**src/rtl/param_toggle_counter.sv**
```systemverilog
// param_toggle_counter
//   WIDTH-bit synchronous up/down modulo counter. Each step is formed by
//   toggle logic rather than an adder. A bit flips when every lower bit is 1
//   (counting up) or every lower bit is 0 (counting down). The range limits
//   are handled explicitly, so q never leaves 0..MODULUS-1.
//
//   Compile-time option:
//     PTC_SATURATE_EN - when defined, the counter saturates at the range
//                       limits instead of wrapping. In that mode, wrap flags
//                       a step that was blocked at a limit.
//
//   Parameters:
//     WIDTH    - counter width in bits (>= 1)
//     MODULUS  - count range 0..MODULUS-1, legal 2..2**WIDTH
//
//   Ports:
//     clk      - rising-edge clock
//     rst      - asynchronous active-high reset (q=0, wrap=0)
//     en       - count enable, one step per clock
//     up       - direction: 1 = increment, 0 = decrement
//     clear    - synchronous clear to 0 (highest priority)
//     load     - synchronous parallel load, clamped to MODULUS-1
//     load_val - value for load
//     q        - current count
//     tc       - terminal count, combinational: en & (q at the limit for 'up')
//     wrap     - registered one-cycle pulse following a wrapping edge
module param_toggle_counter #(
  parameter int WIDTH   = 4,
  parameter int MODULUS = 16
) (
  input  logic             clk,
  input  logic             rst,
  input  logic             en,
  input  logic             up,
  input  logic             clear,
  input  logic             load,
  input  logic [WIDTH-1:0] load_val,
  output logic [WIDTH-1:0] q,
  output logic             tc,
  output logic             wrap
);

  localparam logic [WIDTH-1:0] MAX_VAL = WIDTH'(MODULUS - 1);

  logic [WIDTH-1:0] q_nxt;
  logic             wrap_nxt;
  logic             at_limit;

  // One step via toggle masks. Bit 0 always toggles. Higher bits toggle
  // when all lower bits are 1 (up) or all lower bits are 0 (down).
  function automatic logic [WIDTH-1:0] toggle_step(input logic [WIDTH-1:0] cur,
                                                   input logic             dir_up);
    logic [WIDTH-1:0] t;
    t    = '0;
    t[0] = 1'b1;
    for (int i = 1; i < WIDTH; i++) begin
      t[i] = t[i-1] & (dir_up ? cur[i-1] : ~cur[i-1]);
    end
    return cur ^ t;
  endfunction

  // Load values outside the count range are clamped to the top of the range.
  function automatic logic [WIDTH-1:0] clamp_load(input logic [WIDTH-1:0] v);
    return (v > MAX_VAL) ? MAX_VAL : v;
  endfunction

  always_comb begin
    at_limit = up ? (q == MAX_VAL) : (q == '0);
    tc       = en & at_limit;
  end

  always_comb begin
    q_nxt    = q;
    wrap_nxt = 1'b0;
    if (clear) begin
      q_nxt = '0;
    end else if (load) begin
      q_nxt = clamp_load(load_val);
    end else if (en) begin
      if (at_limit) begin
`ifdef PTC_SATURATE_EN
        q_nxt    = q;
`else
        q_nxt    = up ? '0 : MAX_VAL;
`endif
        wrap_nxt = 1'b1;
      end else begin
        q_nxt = toggle_step(q, up);
      end
    end
  end

  // State register: count and wrap pulse
  always_ff @(posedge clk or posedge rst) begin
    if (rst) begin
      q    <= '0;
      wrap <= 1'b0;
    end else begin
      q    <= q_nxt;
      wrap <= wrap_nxt;
    end
  end

endmodule

```
**config.mk**
```make
export PLATFORM = sky130hd
export DESIGN_NAME = param_toggle_counter
export DESIGN_NICKNAME = d
export VERILOG_FILES = /design/src/rtl/param_toggle_counter.sv
export SDC_FILE = /design/constraint.sdc
export NUM_CORES = 1
export LEC_CHECK = 0
export BUFFER_PORTS_ARGS = -buffer_cell sky130_fd_sc_hd__buf_2
export CAP_MARGIN = 0
export CELL_PAD_IN_SITES_DETAIL_PLACEMENT = 1
export CELL_PAD_IN_SITES_GLOBAL_PLACEMENT = 1
export CORE_MARGIN = 10
export CORE_UTILIZATION = 25
export CTS_CLUSTER_DIAMETER = 30
export CTS_CLUSTER_SIZE = 28
export DETAILED_ROUTE_END_ITERATION = 6
export PLACE_DENSITY_LB_ADDON = 0.08
export SLEW_MARGIN = 0
export SYNTH_ARGS = -nofsm -noshare
export SYNTH_HDL_FRONTEND = slang
export SYNTH_SLANG_ARGS = --single-unit
```
**constraint.sdc**
```tcl
create_clock -name clk -period 2.71 [get_ports clk]
set_clock_uncertainty 0.05 [all_clocks]
set_input_delay 0.542 -clock clk [delete_from_list [all_inputs] [get_ports clk]]
set_output_delay 0.542 -clock clk [all_outputs]
set_load 0.02 [all_outputs]
```
# --- Word level (Yosys, flattened, before mapping) ---
# Index checks and enable logic that the tools add are counted.
totals:
  register_bits: 5
  inputBits: 10
  output_inout_bits: 6
  wordCells: 27
classes:
  order_cmp: 1
  n_eq_ne: 1
  n_mux: 14
  bitwise_logic: 7
  reduce_logical: 2
ops:
  columns: ["operator", "count"]
  rows:
  - ["4-bit two-way mux", 6]
  - ["1-bit two-way mux", 8]
  - ["4-bit equality test (second input constant)", 1]
  - ["4-bit greater-than comparator (second input constant)", 1]
  - ["4-bit logical NOT", 1]
  - ["4-bit XOR", 1]
  - ["1-bit AND", 3]
  - ["1-bit inverter", 3]
  - ["3-bit nonzero test", 1]

# --- Depth between registers and ports, before layout ---
logic_depth:
  ltp_word: 9
  mapped_depth: 3
  ltp_nobuf: 3

# --- Worst setup path after synthesis ---
# OpenSTA, ideal clock, no wires.
synth_timing:
  path_type: "register to output"
  startpoint: "reg q[1]"
  endpoint: "out tc"
  arrival_ps: 1315
  required_time_ps: 2118
  slack_ps: 803
  stages_incl_launch_ff: 4
  n_path_buf: 0
  cell_sequence: "dfrtp_1 -> nor4_1 -> mux2i_1 -> nor2_1"
synth_via:
  elab_chain_len: 3
  word_cells_on_any_way: 4
  cone_classes: "eq/ne (1); mux (1); bitwise (1); reduce/logical (1)"
synth_lines:
  columns: ["element", "line_no", "rtl"]
  rows:
  - ["start, declared", "38", "output logic [WIDTH-1:0] q,"]
  - ["start signal, assigned", "99", "q <= q_nxt;"]
  - ["4-bit equality test / 4-bit logical NOT (equally long branches)", "68", "at_limit = up ? (q == MAX_VAL) : (q == '0);"]
  - ["1-bit two-way mux *", "68", null]
  - ["1-bit AND *", "69", "tc = en & at_limit;"]
  - ["end, declared", "39", "output logic tc,"]
# Every way passes the cells marked *; elsewhere a longest branch is shown, timed or not.

# --- Final worst setup path ---
# Ends and elaborated chain as after synthesis.

==> run summary <==
The hold violation count in the final report came out at 0. Tracing the worst setup path back leads to its startpoint at q[1]. The reg-to-reg critical path endpoint is wrap. Relative to the synthesized area, the layout overhead comes to 36.54%. The power density relative to cell area is 516.5 nW/um^2. At the end of routability-driven placement, the weighted congestion stood at 0.7356. The detail route stage leaves a number of antenna-violating nets equal to 0. Once placement finished, the instance area stood at 417.9 sq um.

The length of the first detailed-routing pass in iterations came out at 2. After floorplanning, the core was sized to cover 1171 sq um. The routed length per instance came out at 15.32 microns.

The post-synth net total is 46. The net count of the finished layout is 66. The data arrival time at the worst-slack endpoint came out at 1580 ps. The initial antenna violation count is 0. The achievable frequency came out at 0.4609 GHz.

The largest net degree at the start of global routing is 8. The number of diodes came out at 0. The synthesized area divided by synthesized cell count came out at 9.036 sq um. The mux contribution to synthesized area came out at 0.03077. The flow ran to the end, and the final reports show no timing, DRC or antenna violations. In this run the number of H-tree levels came out at 1. Across the VDD grid, the largest voltage drop is 229.0 uV.

Following the worst setup path forward leads to its endpoint at tc. The fraction of the mapped netlist area in compound gates came out at 0.2077. The sequential cell area fraction in the yosys report came out at 0.3846. After technology mapping, the gate count stands at 36. The area of the die came out at 3144 sq um. Of all nets on the critical path, the largest fanout is 7. Summed over all layers, the global routing overflow is 0. The via count of the first global-routing pass is 376. The largest stage delay on the critical path came out at 460 ps. The fill cell total of the finished layout is 149.

Summed over all failing endpoints, the final setup total negative slack is 0 ps. The clock latency at the later pin of the worst-skew pair is 250 ps. The critical path crosses 4 cells after its start point. The finished cells cover 444.2 sq um.

The fraction of final layout cells with drive strength greater than 1 is 0.3818. STA classifies the critical path endpoint as an output port. The origin of the critical flop-to-flop path is q[1]. On the critical path, the stage with the largest delay is an instance of nor4_1.

The overall die height is 56.07 microns. In this run, CTS created clock tree buffers numbering 3. Summed over all nets, the half-perimeter wirelength after detailed placement is 864.4 microns.

The number of max-slew violations in the final report is 0. The critical path goes through nor4_1, mux2i_1, nor2_1, buf_2. The initial cell density of the core came out at 0.2778. The first global-routing pass estimated 1.731 mm of wire. The die boundary width is 56.07 microns.

The number of hold buffers added after CTS is 0. The critical path is of the reg -> out type. The number of port buffers came out at 15.

Of the total synthesized cell area, the portion taken by full adders, half adders and majority gates is 0. The clock root buffer is clkbuf_4. The count of unresolved DRC violations after routing came out at 0. After synthesis, the largest family of logic cells by area is simple AND/OR/NAND/NOR gates. The reported max-cap violation count came out at 0. The number of DRC violations after detailed-routing iteration 0 is 2. The routed design has 1.057 mm of wire. The number of I/O pins is 16. The routed layout has 355 vias.

The initialized floorplan defines 12 standard-cell rows. The leakage power came out at 0.2294 nW. The share of the synthesized netlist area taken by xor and xnor gates is 0.05385. For this design, the sink count on the clock tree is 5.

The minimum clock period came out at 2170 ps. During synthesis, Yosys emitted a total of 0 warnings. For the worst setup path, the data required time is 2120 ps.

The final design utilization came out at 0.3793. The path class of the tightest hold or removal check is in -> async. The slack of the worst reg-to-reg path is 1290 ps. The global-route total usage across every layer came out at 0.06814.

Setup repair after global routing left no endpoint under its margin. The worst register-to-register path has a depth of 3. At the pin with the least slew margin, the transition time is 429.3 ps.

In the routed layout, each cell is associated on average with a via count of 5.145. The relative slew slack came out at 0.7112. The number of library cell types mapped by synthesis is 23. In this run the cell area of the synthesized design comes to 325.3 sq um. The kind of start point of the critical path is a flip-flop. TritonCTS built the clock tree.

The portion of the clock cycle consumed by the worst path in the final layout is 0.8007. The total of cells resized after clock tree synthesis is 0. The buffer and inverter count on the worst path came out at 1. Clock-pin slew was measured on the worst setup and hold paths at 50 ps. Among cell families on the critical path, the largest total delay comes from simple AND/OR/NAND/NOR gates.

The post-CTS setup buffer count came out at 0. The count of state elements after synthesis came out at 5. The simple-gate share of the synthesized area came out at 0.2885.

The setup-violating endpoint count in the final report came out at 0. No sink is reached through more buffers than the 2 on the longest clock path.
kinds of logic after synthesis:
| kind of cell | after synthesis |
|---|---|
| compound gates | 8 |
| xor+xnor | 2 |
| simple gates | 17 |
| mux | 1 |
| buf+inv | 3 |
| flops | 5 |
registers in the layout, summed over array words and instances (netlist names):
signal,flops
q,4
wrap,1
per-stage QoR:
step	setup slack, ps	total power, mW	cells	hold WS, ps
floorplan	802.6	0.1155	36	270.5
global placement	645.7	0.1364	65	405.0
detailed placement	691.6	0.1391	65	419.5
CTS	550.5	0.2341	69	152.2
global route	370.6	0.2473	69	161.1
finish	540.1	0.2294	69	139.0
metal layers:
metal	wire length, microns	track usage	vias to the layer above
met2	436	0.09134	16
met3	97	0.03417	3
li1	-	-	176
met4	22	0.04096	0
met5	0	0	-
met1	501	0.08323	160
worst min path at each step:
stage	cells after the start	endpoint	start	slack [ps]
after CTS	2	wrap	rst	150
final	2	q[1]	rst	140
after floorplan	1	q[0]	rst	270
after global placement	2	q[3]	rst	410
after detailed placement	2	q[3]	rst	420
after global routing	2	wrap	rst	160
report_power, final:
group | switching [mW] | internal (mW) | total [mW]
Sequential | 0.00789 | 0.0799 | 0.0878
Clock | 0.0369 | 0.0561 | 0.0930
Combinational | 0.0290 | 0.0195 | 0.0486
Total | 0.0738 | 0.156 | 0.229
synthesized netlist by cell type:
master / count / share of area
nor4_1: 2 / 0.038
xor2_1: 2 / 0.054
a311oi_1: 1 / 0.027
a21oi_1: 1 / 0.015
nand3_1: 1 / 0.015
mux2i_1: 1 / 0.031
o2111ai_1: 1 / 0.027
nand2_1: 2 / 0.023
or4_1: 1 / 0.023
inv_1: 2 / 0.023
nand3b_1: 1 / 0.023
inv_2: 1 / 0.012
and3_1: 1 / 0.019
or3_1: 1 / 0.019
nand2b_1: 1 / 0.019
nor3_1: 1 / 0.015
a2111oi_2: 1 / 0.046
nor2_1: 5 / 0.058
o2111a_1: 1 / 0.035
o21ai_0: 2 / 0.031
dfrtp_1: 5 / 0.38
and4_4: 1 / 0.035
o31a_1: 1 / 0.027
area by class of cell:
| class | count | area, sq um | area share |
|---|---|---|---|
| multi-input combinational | 28 | 188.9 | 0.4254 |
| sequential | 5 | 125.1 | 0.2817 |
| timing repair buffer | 15 | 75.07 | 0.1690 |
| clock buffer | 4 | 26.28 | 0.05915 |
| tap | 14 | 17.52 | 0.03944 |
| inverter | 3 | 11.26 | 0.02535 |
cells in the final DEF, fill, tap and decap left out, types with 2 or more instances in the layout:
| cell | netlist | final |
|---|---|---|
| dfrtp_1 | 5 | 5 |
| nand2_1 | 2 | 2 |
| inv_1 | 2 | 2 |
| clkbuf_4 | 0 | 3 |
| buf_2 | 0 | 15 |
| nor2_1 | 5 | 5 |
| nor4_1 | 2 | 2 |
| xor2_1 | 2 | 2 |
| o21ai_0 | 2 | 2 |
No activity file was read; power rests on OpenSTA's default activity.
